===== src/rtl/control_sequencer_if.sv =====
// Control bundle between the hardwired sequencer and the datapath.
// The master side is the sequencer; the slave side is the datapath (or a bench standing in for it).
interface control_sequencer_if;
  logic       run;
  logic [4:0] ir_op;
  logic       con_ff;
  logic       busy;
  logic       incPC, e_PC, e_IR, e_Y, e_Z, e_MAR, e_MDR, MDR_read;
  logic       ram_read, ram_write, e_CON_FF, imm_sel;
  logic       Gra, Grb, Grc, e_Rin, e_Rout, BAout;
  logic [3:0] ALU_op;
  logic [4:0] BusDataSelect;

  modport master (
    input  run, ir_op, con_ff,
    output busy, incPC, e_PC, e_IR, e_Y, e_Z, e_MAR, e_MDR, MDR_read,
           ram_read, ram_write, e_CON_FF, imm_sel,
           Gra, Grb, Grc, e_Rin, e_Rout, BAout, ALU_op, BusDataSelect
  );

  modport slave (
    output run, ir_op, con_ff,
    input  busy, incPC, e_PC, e_IR, e_Y, e_Z, e_MAR, e_MDR, MDR_read,
           ram_read, ram_write, e_CON_FF, imm_sel,
           Gra, Grb, Grc, e_Rin, e_Rout, BAout, ALU_op, BusDataSelect
  );
endinterface


===== src/rtl/control_sequencer.sv =====
// Hardwired Moore control unit: fetch, decode and per-step control words for the datapath.
// Optional single-step mode via SEQ_SINGLE_STEP_EN (adds the step input and a STEP_WAIT state).
//
// state   | meaning
// IDLE    | waiting for run
// F0..F3  | fetch (FW stretches the memory read)
// DEC     | decode ir_op, pick execute path
// A1..A3  | ALU R-type
// L1,L2   | base + immediate into Z (ld, ldi, st)
// LI3     | ldi writeback
// L3      | address into MAR (ld, st)
// L4..L6  | ld memory read and writeback
// S4,S5   | st data into MDR, memory write
// B1..B4  | branch condition, target, conditional PC load
// STEP    | single-step pause after an instruction
module control_sequencer #(
  parameter int MEM_WAIT = 1
) (
  input  logic                clock,
  input  logic                clear,
`ifdef SEQ_SINGLE_STEP_EN
  input  logic                step,
`endif
  control_sequencer_if.master bus_if
);

  localparam logic [4:0] BUS_PC   = 5'b10100;
  localparam logic [4:0] BUS_ZLO  = 5'b10011;
  localparam logic [4:0] BUS_MDR  = 5'b10101;
  localparam logic [4:0] BUS_C    = 5'b01100;
  localparam logic [3:0] ALU_ADD  = 4'b0011;
  localparam logic [3:0] WAIT_LD  = 4'(MEM_WAIT - 1);

  typedef enum logic [4:0] {
    S_IDLE, S_F0, S_F1, S_FW, S_F2, S_F3, S_DEC,
    S_A1, S_A2, S_A3,
    S_L1, S_L2, S_LI3, S_L3, S_L4, S_L5, S_L6,
    S_S4, S_S5,
    S_B1, S_B2, S_B3, S_B4
`ifdef SEQ_SINGLE_STEP_EN
    , S_STEP
`endif
  } state_t;

`ifdef SEQ_SINGLE_STEP_EN
  localparam state_t S_DONE = S_STEP;
`else
  localparam state_t S_DONE = S_F0;
`endif

  state_t     state_q, state_d;
  logic [3:0] cnt_q, cnt_d;
  logic [4:0] op_q, op_d;

  always_ff @(posedge clock or negedge clear) begin
    if (!clear) begin
      state_q <= S_IDLE;
      cnt_q   <= 4'd0;
      op_q    <= 5'd0;
    end else begin
      state_q <= state_d;
      cnt_q   <= cnt_d;
      op_q    <= op_d;
    end
  end

  always_comb begin
    state_d = state_q;
    cnt_d   = cnt_q;
    op_d    = op_q;
    unique case (state_q)
      S_IDLE: if (bus_if.run) state_d = S_F0;
      S_F0:   state_d = S_F1;
      S_F1: begin
        cnt_d   = WAIT_LD;
        state_d = (WAIT_LD == 4'd0) ? S_F2 : S_FW;
      end
      S_FW: begin
        cnt_d   = cnt_q - 4'd1;
        state_d = (cnt_q == 4'd1) ? S_F2 : S_FW;
      end
      S_F2:   state_d = S_F3;
      S_F3:   state_d = S_DEC;
      S_DEC: begin
        op_d = bus_if.ir_op;
        if (bus_if.ir_op >= 5'd3 && bus_if.ir_op <= 5'd8) state_d = S_A1;
        else begin
          case (bus_if.ir_op)
            5'd0, 5'd1, 5'd2: state_d = S_L1;
            5'd9:             state_d = S_B1;
            5'd27:            state_d = S_IDLE;
            default:          state_d = S_DONE;
          endcase
        end
      end
      S_A1:   state_d = S_A2;
      S_A2:   state_d = S_A3;
      S_A3:   state_d = S_DONE;
      S_L1:   state_d = S_L2;
      S_L2:   state_d = (op_q == 5'd1) ? S_LI3 : S_L3;
      S_LI3:  state_d = S_DONE;
      S_L3: begin
        cnt_d   = WAIT_LD;
        state_d = (op_q == 5'd2) ? S_S4 : S_L4;
      end
      S_L4: begin
        if (cnt_q == 4'd0) state_d = S_L5;
        else               cnt_d   = cnt_q - 4'd1;
      end
      S_L5:   state_d = S_L6;
      S_L6:   state_d = S_DONE;
      S_S4:   state_d = S_S5;
      S_S5:   state_d = S_DONE;
      S_B1:   state_d = S_B2;
      S_B2:   state_d = S_B3;
      S_B3:   state_d = S_B4;
      S_B4:   state_d = S_DONE;
`ifdef SEQ_SINGLE_STEP_EN
      S_STEP: if (step) state_d = S_F0;
`endif
      default: state_d = S_IDLE;
    endcase
  end

  // Control words decode from state only, except e_PC in B4 which follows con_ff.
  always_comb begin
    bus_if.busy          = (state_q != S_IDLE);
    bus_if.incPC         = 1'b0;
    bus_if.e_PC          = 1'b0;
    bus_if.e_IR          = 1'b0;
    bus_if.e_Y           = 1'b0;
    bus_if.e_Z           = 1'b0;
    bus_if.e_MAR         = 1'b0;
    bus_if.e_MDR         = 1'b0;
    bus_if.MDR_read      = 1'b0;
    bus_if.ram_read      = 1'b0;
    bus_if.ram_write     = 1'b0;
    bus_if.e_CON_FF      = 1'b0;
    bus_if.imm_sel       = 1'b0;
    bus_if.Gra           = 1'b0;
    bus_if.Grb           = 1'b0;
    bus_if.Grc           = 1'b0;
    bus_if.e_Rin         = 1'b0;
    bus_if.e_Rout        = 1'b0;
    bus_if.BAout         = 1'b0;
    bus_if.ALU_op        = 4'd0;
    bus_if.BusDataSelect = 5'd0;
    case (state_q)
      S_F0:  begin bus_if.BusDataSelect = BUS_PC; bus_if.e_MAR = 1'b1; bus_if.incPC = 1'b1; bus_if.e_Z = 1'b1; end
      S_F1:  begin bus_if.BusDataSelect = BUS_ZLO; bus_if.e_PC = 1'b1; bus_if.ram_read = 1'b1; end
      S_FW:  bus_if.ram_read = 1'b1;
      S_F2:  begin bus_if.MDR_read = 1'b1; bus_if.e_MDR = 1'b1; end
      S_F3:  begin bus_if.BusDataSelect = BUS_MDR; bus_if.e_IR = 1'b1; end
      S_A1:  begin bus_if.Grb = 1'b1; bus_if.e_Rout = 1'b1; bus_if.e_Y = 1'b1; end
      S_A2:  begin bus_if.Grc = 1'b1; bus_if.e_Rout = 1'b1; bus_if.ALU_op = op_q[3:0]; bus_if.e_Z = 1'b1; end
      S_A3, S_LI3: begin bus_if.BusDataSelect = BUS_ZLO; bus_if.Gra = 1'b1; bus_if.e_Rin = 1'b1; end
      S_L1:  begin bus_if.Grb = 1'b1; bus_if.BAout = 1'b1; bus_if.e_Rout = 1'b1; bus_if.e_Y = 1'b1; end
      S_L2, S_B3: begin
        bus_if.BusDataSelect = BUS_C; bus_if.imm_sel = 1'b1; bus_if.ALU_op = ALU_ADD; bus_if.e_Z = 1'b1;
      end
      S_L3:  begin bus_if.BusDataSelect = BUS_ZLO; bus_if.e_MAR = 1'b1; end
      S_L4:  bus_if.ram_read = 1'b1;
      S_L5:  begin bus_if.MDR_read = 1'b1; bus_if.e_MDR = 1'b1; end
      S_L6:  begin bus_if.BusDataSelect = BUS_MDR; bus_if.Gra = 1'b1; bus_if.e_Rin = 1'b1; end
      S_S4:  begin bus_if.Gra = 1'b1; bus_if.e_Rout = 1'b1; bus_if.e_MDR = 1'b1; end
      S_S5:  bus_if.ram_write = 1'b1;
      S_B1:  begin bus_if.Gra = 1'b1; bus_if.e_Rout = 1'b1; bus_if.e_CON_FF = 1'b1; end
      S_B2:  begin bus_if.BusDataSelect = BUS_PC; bus_if.e_Y = 1'b1; end
      S_B4:  begin bus_if.BusDataSelect = BUS_ZLO; bus_if.e_PC = bus_if.con_ff; end
      default: ;
    endcase
  end

endmodule


===== src/flat_wrapper.sv =====
// flat-port wrapper written by rule: the top's interface ports become plain ports
module control_sequencer_flat 
#(
  parameter int MEM_WAIT = 1
)
  (clock, clear, bus_if_run, bus_if_ir_op, bus_if_con_ff, bus_if_busy, bus_if_incPC, bus_if_e_PC, bus_if_e_IR, bus_if_e_Y, bus_if_e_Z, bus_if_e_MAR, bus_if_e_MDR, bus_if_MDR_read, bus_if_ram_read, bus_if_ram_write, bus_if_e_CON_FF, bus_if_imm_sel, bus_if_Gra, bus_if_Grb, bus_if_Grc, bus_if_e_Rin, bus_if_e_Rout, bus_if_BAout, bus_if_ALU_op, bus_if_BusDataSelect);
  control_sequencer_if bus_if_i ();
  input  logic clock;
  input  logic clear;
  input wire logic [$bits(bus_if_i.run)-1:0] bus_if_run;
  input wire logic [$bits(bus_if_i.ir_op)-1:0] bus_if_ir_op;
  input wire logic [$bits(bus_if_i.con_ff)-1:0] bus_if_con_ff;
  output wire logic [$bits(bus_if_i.busy)-1:0] bus_if_busy;
  output wire logic [$bits(bus_if_i.incPC)-1:0] bus_if_incPC;
  output wire logic [$bits(bus_if_i.e_PC)-1:0] bus_if_e_PC;
  output wire logic [$bits(bus_if_i.e_IR)-1:0] bus_if_e_IR;
  output wire logic [$bits(bus_if_i.e_Y)-1:0] bus_if_e_Y;
  output wire logic [$bits(bus_if_i.e_Z)-1:0] bus_if_e_Z;
  output wire logic [$bits(bus_if_i.e_MAR)-1:0] bus_if_e_MAR;
  output wire logic [$bits(bus_if_i.e_MDR)-1:0] bus_if_e_MDR;
  output wire logic [$bits(bus_if_i.MDR_read)-1:0] bus_if_MDR_read;
  output wire logic [$bits(bus_if_i.ram_read)-1:0] bus_if_ram_read;
  output wire logic [$bits(bus_if_i.ram_write)-1:0] bus_if_ram_write;
  output wire logic [$bits(bus_if_i.e_CON_FF)-1:0] bus_if_e_CON_FF;
  output wire logic [$bits(bus_if_i.imm_sel)-1:0] bus_if_imm_sel;
  output wire logic [$bits(bus_if_i.Gra)-1:0] bus_if_Gra;
  output wire logic [$bits(bus_if_i.Grb)-1:0] bus_if_Grb;
  output wire logic [$bits(bus_if_i.Grc)-1:0] bus_if_Grc;
  output wire logic [$bits(bus_if_i.e_Rin)-1:0] bus_if_e_Rin;
  output wire logic [$bits(bus_if_i.e_Rout)-1:0] bus_if_e_Rout;
  output wire logic [$bits(bus_if_i.BAout)-1:0] bus_if_BAout;
  output wire logic [$bits(bus_if_i.ALU_op)-1:0] bus_if_ALU_op;
  output wire logic [$bits(bus_if_i.BusDataSelect)-1:0] bus_if_BusDataSelect;
  assign bus_if_i.run = bus_if_run;
  assign bus_if_i.ir_op = bus_if_ir_op;
  assign bus_if_i.con_ff = bus_if_con_ff;
  assign bus_if_busy = bus_if_i.busy;
  assign bus_if_incPC = bus_if_i.incPC;
  assign bus_if_e_PC = bus_if_i.e_PC;
  assign bus_if_e_IR = bus_if_i.e_IR;
  assign bus_if_e_Y = bus_if_i.e_Y;
  assign bus_if_e_Z = bus_if_i.e_Z;
  assign bus_if_e_MAR = bus_if_i.e_MAR;
  assign bus_if_e_MDR = bus_if_i.e_MDR;
  assign bus_if_MDR_read = bus_if_i.MDR_read;
  assign bus_if_ram_read = bus_if_i.ram_read;
  assign bus_if_ram_write = bus_if_i.ram_write;
  assign bus_if_e_CON_FF = bus_if_i.e_CON_FF;
  assign bus_if_imm_sel = bus_if_i.imm_sel;
  assign bus_if_Gra = bus_if_i.Gra;
  assign bus_if_Grb = bus_if_i.Grb;
  assign bus_if_Grc = bus_if_i.Grc;
  assign bus_if_e_Rin = bus_if_i.e_Rin;
  assign bus_if_e_Rout = bus_if_i.e_Rout;
  assign bus_if_BAout = bus_if_i.BAout;
  assign bus_if_ALU_op = bus_if_i.ALU_op;
  assign bus_if_BusDataSelect = bus_if_i.BusDataSelect;
  control_sequencer #(.MEM_WAIT(MEM_WAIT)) u_core (.clock(clock), .clear(clear), .bus_if(bus_if_i));
endmodule

===== config.mk =====
export PLATFORM = sky130hd
export DESIGN_NAME = control_sequencer_flat
export DESIGN_NICKNAME = d
export VERILOG_FILES = /design/src/rtl/control_sequencer_if.sv /design/src/rtl/control_sequencer.sv /design/src/flat_wrapper.sv
export SDC_FILE = /design/constraint.sdc
export NUM_CORES = 1
export LEC_CHECK = 0
export BUFFER_PORTS_ARGS = -buffer_cell sky130_fd_sc_hd__buf_2
export CORE_MARGIN = 2
export CORE_UTILIZATION = 40
export CTS_CLUSTER_SIZE = 10
export DETAILED_ROUTE_END_ITERATION = 16
export PLACE_DENSITY = 0.68
export SLEW_MARGIN = 20
export SYNTH_ARGS = -nofsm -noshare
export SYNTH_HDL_FRONTEND = slang
export SYNTH_SLANG_ARGS = --single-unit

===== constraint.sdc =====
create_clock -name clock -period 1.62 [get_ports clock]
set_input_delay 0.162 -clock clock [delete_from_list [all_inputs] [get_ports clock]]
set_output_delay 0.162 -clock clock [all_outputs]
set_load 0.005 [all_outputs]

* After elaboration in Yosys (flattened, before gate mapping)
Index checks and enable logic that the tools add are counted.
Widths: inputs -> output; s select.
** Storage, ports and cells
- Output and inout port bits :: 28
- Bits in registers :: 14
** Operators by class
- Muxes and demuxes :: 30
- Magnitude comparators :: 2
- Equality and inequality tests :: 32
- Reduce and logical (&&, ||, !) cells :: 25
- Add/sub/neg operators :: 1
** Operators with widths (count)
- $pmux 5 s19 :: 1
- $eq 5x4->1 const B :: 9
- $eq 5x5->1 const B :: 8
- $eq 5x2->1 const B :: 4
- $eq 5x3->1 const B :: 4
- $mux 5 :: 4
- $pmux 5 s4 :: 1
- $reduce_or 5->1 :: 4
- $mux 1 :: 18
- $eq 5x1->1 const B :: 3
- $pmux 5 s3 :: 1
- $reduce_or 3->1 :: 5
- $reduce_or 2->1 :: 7
- $pmux 4 s3 :: 1
- $logic_not 5->1 :: 2
- $pmux 4 s2 :: 1
- $ge 5x2->1 const B :: 1
- $le 5x4->1 const B :: 1
- $reduce_bool 5->1 :: 1
- $eq 4x1->1 const B :: 1
- $logic_not 4->1 :: 1
- $mux 4 :: 1
- $ne 2x2->1 const B :: 2
- $reduce_and 2->1 :: 2
- other kinds (7) :: 7

* Longest topological paths before layout
- Depth after elaboration :: 5
- Mapped depth :: 7
- Depth with buffers taken out :: 6

* Worst setup path after synthesis
No wires, ideal clock.
- Path kind :: flip-flop to flip-flop
- From :: register u_core.cnt_q[0]
- To :: register u_core.cnt_q[3]
- Cell stages (with the launch flop) :: 7
- Buffers on the path :: 0
- Slack :: -0.037 ns
- Arrival time :: 1.537 ns
- Path through :: dfrtp_1 inv_1 ha_1 a211o_1 a221oi_4 a21oi_1 a31o_1
** On the way
- Word-level cells in the longest chain between the ends :: 3
- Elaborated cells between the ends (all ways) :: 6
- Those cells by class :: 1 x add/sub; 1 x eq/ne; 2 x mux; 2 x reduce/logical
** RTL lines
- start, declared :: line control_sequencer.sv:52 : logic [3:0] cnt_q, cnt_d;
- start signal, assigned :: line control_sequencer.sv:62 : cnt_q <= cnt_d;
- $sub 4x1->4 or $logic_not 4->1 (tied branches) :: line control_sequencer.sv:79, control_sequencer.sv:108, control_sequencer.sv:107
- $mux 4 or $ne 2x2->1 (tied branches)
- $pmux 4 s3 or $reduce_and 2->1 (tied branches)
Parallel ways exist; a longest one is shown, timed or not. The select of a mux whose other input is x is not followed.
A chain may end at the register's enable or synchronous reset.

* Final worst setup path
- From :: register u_core.state_q[3]
- To :: output bus_if_BusDataSelect[4]
** On the way
- Word-level cells in the longest chain between the ends :: 3
- Elaborated cells between the ends (all ways) :: 16
- Those cells by class :: 11 x eq/ne; 1 x mux; 4 x reduce/logical
** RTL lines
- start, declared :: line control_sequencer.sv:51 : state_t state_q, state_d;
- start signal, assigned :: line control_sequencer.sv:61 : state_q <= state_d;
- $eq 5x2->1, or another cell as far along :: line control_sequencer.sv:148 : case (state_q)
- $reduce_or 5->1 (no line), or another cell as far along
- $pmux 5 s4 * :: line control_sequencer.sv:148
- end, declared :: line flat_wrapper.sv:33 : output wire logic [$bits(bus_if_i.BusDataSelect)-1:0] bus_if_BusDataSelect;
Every way passes the cells marked *; elsewhere a longest branch is shown, timed or not.

==> metrics.md <==
| Metric | Value |
|---|---|
| Hold violation total from the final report | 0 |
| Net Count, Synth | between 200 and 250 |
| Max-slew violations | 0 |
| Final min period | 1.91 ns |
| CP endpoint kind | output port |
| CP Max Fanout | 6 |
| Peak VDD IR | 0.00110 V |
| Final WL | 7.24 mm |
| First-pass DRT Iterations | 5 |
| Met3 Use GR | 6.61% |
| Final nets | 320 |
| Top FF cell, synth | dfrtp_1 |
| Syn avg cell area | 7.20 um2 |
| Worst skew pair latency | 0.28 ns |
| Layout cell share with drive strength beyond 1 | between 60% and 70% |
| Setup TNS Final | -4.82 ns |
| Setup Crit Path Kind | reg2out |
| Largest net degree at the start of global routing | 22 |
| Area delta synth->final | 92.5% |
| Number of synthesized flops with an enable pin | 0 |
| Synthesis warning total | 0 |
| Full die area | about 4100 um2 |
| I/O pin cnt | 37 |
| First-pass GRT wire length | 9.33 mm |
| Setup crit end | bus_if_BusDataSelect[4] |
| Reg2reg path depth | 6 |
| Post-route DRC | 0 |
| Hold WC Path Type | in2reg |
| Status | complete, but fails checks |
| R2r setup slk | -0.24 ns |
| TritonCTS clock tree | yes |
| Hold slack | 0.200 ns |
| Asr flop ratio synth | 100% |
| Via-to-Cell Ratio | 6.24 |
| Via Count | 2197 |
| H-tree levels | 1 |
| Setup slack after layout | -0.290 ns |
| R2r startpoint | u_core.state_q[2]$_DFFE_PN0P_ |
| Sequential element share of the synthesized area | 24.6% |
| DP HPWL | 3.27 mm |
| Core Region | 3390 um2 |
| Initial antenna violation count | 0 |
| Port buffer count | 36 |
| # setup viols final | 31 |
| Most Crowded Layer GR | met2 |
| Met2 Use GR | 50.8% |
| M1 GR Usage | 35.8% |
| Crit share post-route | 118% |
| Number of max-cap violations | 0 |
| DRT iter0 DRCs | 173 |
| Initial Utilization | 42.1% |
| CP max stage delay | roughly 0.44 ns |
| Most common cell after layout, fill and taps aside | buf_4 |
| Die Ht | between 60 and 70 um |
| Clk slew on worst S/H paths | 0.09 ns |
| Diodes inserted | 0 |
| RR Endpoint | u_core.cnt_q[3]$_DFFE_PN0P_ |
| DRT antenna net count | 0 |
| Worst-margin pin slew | 0.675 ns |
| Vias in the first global route | 1960 |
| Synth unique cells | 47 |
| #FFs+latches synth | 14 |
| Most frequent cells in the layout | buf_4 (59), buf_2 (36), a21oi_1 (16), buf_6 (15), nand2_1 (14) |
| Setup Skew | 0.00553 ns |
| Crit path cell chain | buf_4, buf_8, buf_4, a21oi_1, o31ai_1, buf_2 |
| Slew HR | ~54% |
| P per Cell Area | 1940 nW/um2 |
| Gpl congestion | 0.870 |
| WP depth | 6 |
| Max frequency | roughly 520 MHz |
| Clock Sinks | 14 |
| Violated checks | setup timing |
| Worst path top cell family by delay | buffers and inverters |
| Row cnt | 21 |
| RSZ-0062 raised after global routing | true |
| GRT Overall Usage | 29.3% |
| Syn Std Cell Area | 1430 um2 |
| Clock Root Buffer | clkbuf_4 |
| Width of the die | between 60 and 70 um |
| Crit path top cell by count | buf_4 |
| Buf+Inv Stages, Crit Path | 4 |
| WL/cell | 20.6 um |
| CP startpoint | u_core.state_q[3]$_DFFE_PN0P_ |
| Cell at the slowest stage of the critical path | dfrtp_2 |
| CTS max path bufs | 2 |
| CTS Buf Count | 3 |
| Mapped Cells | 198 |
| Data arrival time of the worst path | ~1.8 ns |
| Pleak | 0.00129 uW |
| CP Launch Type | flip-flop |
| GRT overflow | 0 |
| CP Data Required Time | 1.46 ns |
## layer usage
metal / routed length (um) / share of wire (%) / vias to the layer above
met5: 0 / 0 / -
met4: 515 / 7.1 / 0
met3: 638 / 8.8 / 60
met2: 3470 / 48 / 185
met1: 2610 / 36 / 1020
li1: - / - / 932
## worst min path at each step
stage	start	endpoint	slack, ns	depth (start not counted)
floorplan	clear	u_core.cnt_q[0]$_DFFE_PN0P_	-0.13	0
global placement	clear	u_core.op_q[3]$_DFFE_PN0P_	0.07	1
detailed placement	clear	u_core.op_q[4]$_DFFE_PN0P_	0.08	1
CTS	bus_if_ir_op[2]	u_core.op_q[2]$_DFFE_PN0P_	0.19	2
global route	bus_if_ir_op[4]	u_core.op_q[4]$_DFFE_PN0P_	0.21	2
finish	bus_if_ir_op[2]	u_core.op_q[2]$_DFFE_PN0P_	0.20	2
## logic make-up after synthesis
kind of cell	count (synthesis)	share of synthesized area, %
XOR/XNOR	2	1.23
AND/OR/NAND/NOR	90	31.6
flip-flops	14	24.6
buffers and inverters	22	6.84
AO/OA/AOI/OAI	62	29.2
multiplexers	5	3.95
adder cells (fa/ha/maj)	3	2.63
## stage by stage
step	instance area (um2)	instances	power, uW	setup slack [ns]	util, %
floorplan	1440	198	2110	-0.0132	-
detailed placement	1960	310	3190	-0.0445	57.8
finish	2750	352	5330	-0.290	81.0
global route	2750	352	5550	-0.308	81.0
global placement	1960	310	3170	-0.00532	57.8
CTS	2480	341	4300	-0.187	73.1
## flip-flops by register name, indices dropped and copies added (netlist names)
name / flops
u_core.op_q: 5
u_core.state_q: 5
u_core.cnt_q: 4
## report_power, final
group	internal, uW	switching [uW]
clock network	86.1	109
logic	2200	2260
registers	511	166
## synthesized netlist by cell type (2+ instances only)
master | instances | area share (%)
dfrtp_1 | 14 | 25
nand3_1 | 6 | 2.1
clkbuf_1 | 3 | 0.79
inv_1 | 6 | 1.6
and2_1 | 3 | 1.3
o31ai_1 | 3 | 1.6
a31oi_1 | 4 | 1.8
ha_1 | 3 | 2.6
or2_1 | 2 | 0.88
nor2b_1 | 2 | 0.88
a21oi_1 | 20 | 7.0
or3_1 | 2 | 0.88
xor2_1 | 2 | 1.2
buf_1 | 4 | 1.1
a211o_1 | 2 | 1.2
o32ai_1 | 3 | 1.8
nor2_1 | 24 | 6.3
buf_2 | 6 | 2.1
o22ai_1 | 5 | 2.2
a211oi_1 | 3 | 1.6
o21ai_0 | 11 | 3.9
nor3_1 | 7 | 2.5
buf_4 | 2 | 1.1
nand3b_1 | 2 | 1.1
mux2_2 | 5 | 3.9
nand2_1 | 24 | 6.3
nand2b_1 | 10 | 4.4
## timing repair
action | in CTS | in global routing
gates cloned | 2 | 0
hold buffers | 1 | 0
pin swaps | 15 | 25
buffers inserted | 26 | 15
hold endpoints to repair | 14 | 0
endpoints found under the setup margin | 31 | 40
gates resized for setup | 70 | 58
## final cells by class
cell class	instances	area, um2
Clock buffer	3	22.5
Sequential cell	14	354
Multi-Input combinational cell	162	1330
Fill cell	190	643
Timing Repair Buffer	120	942
Tap cell	46	57.6
Inverter	7	41.3
Note: power is estimated with default switching activity, not from simulation.
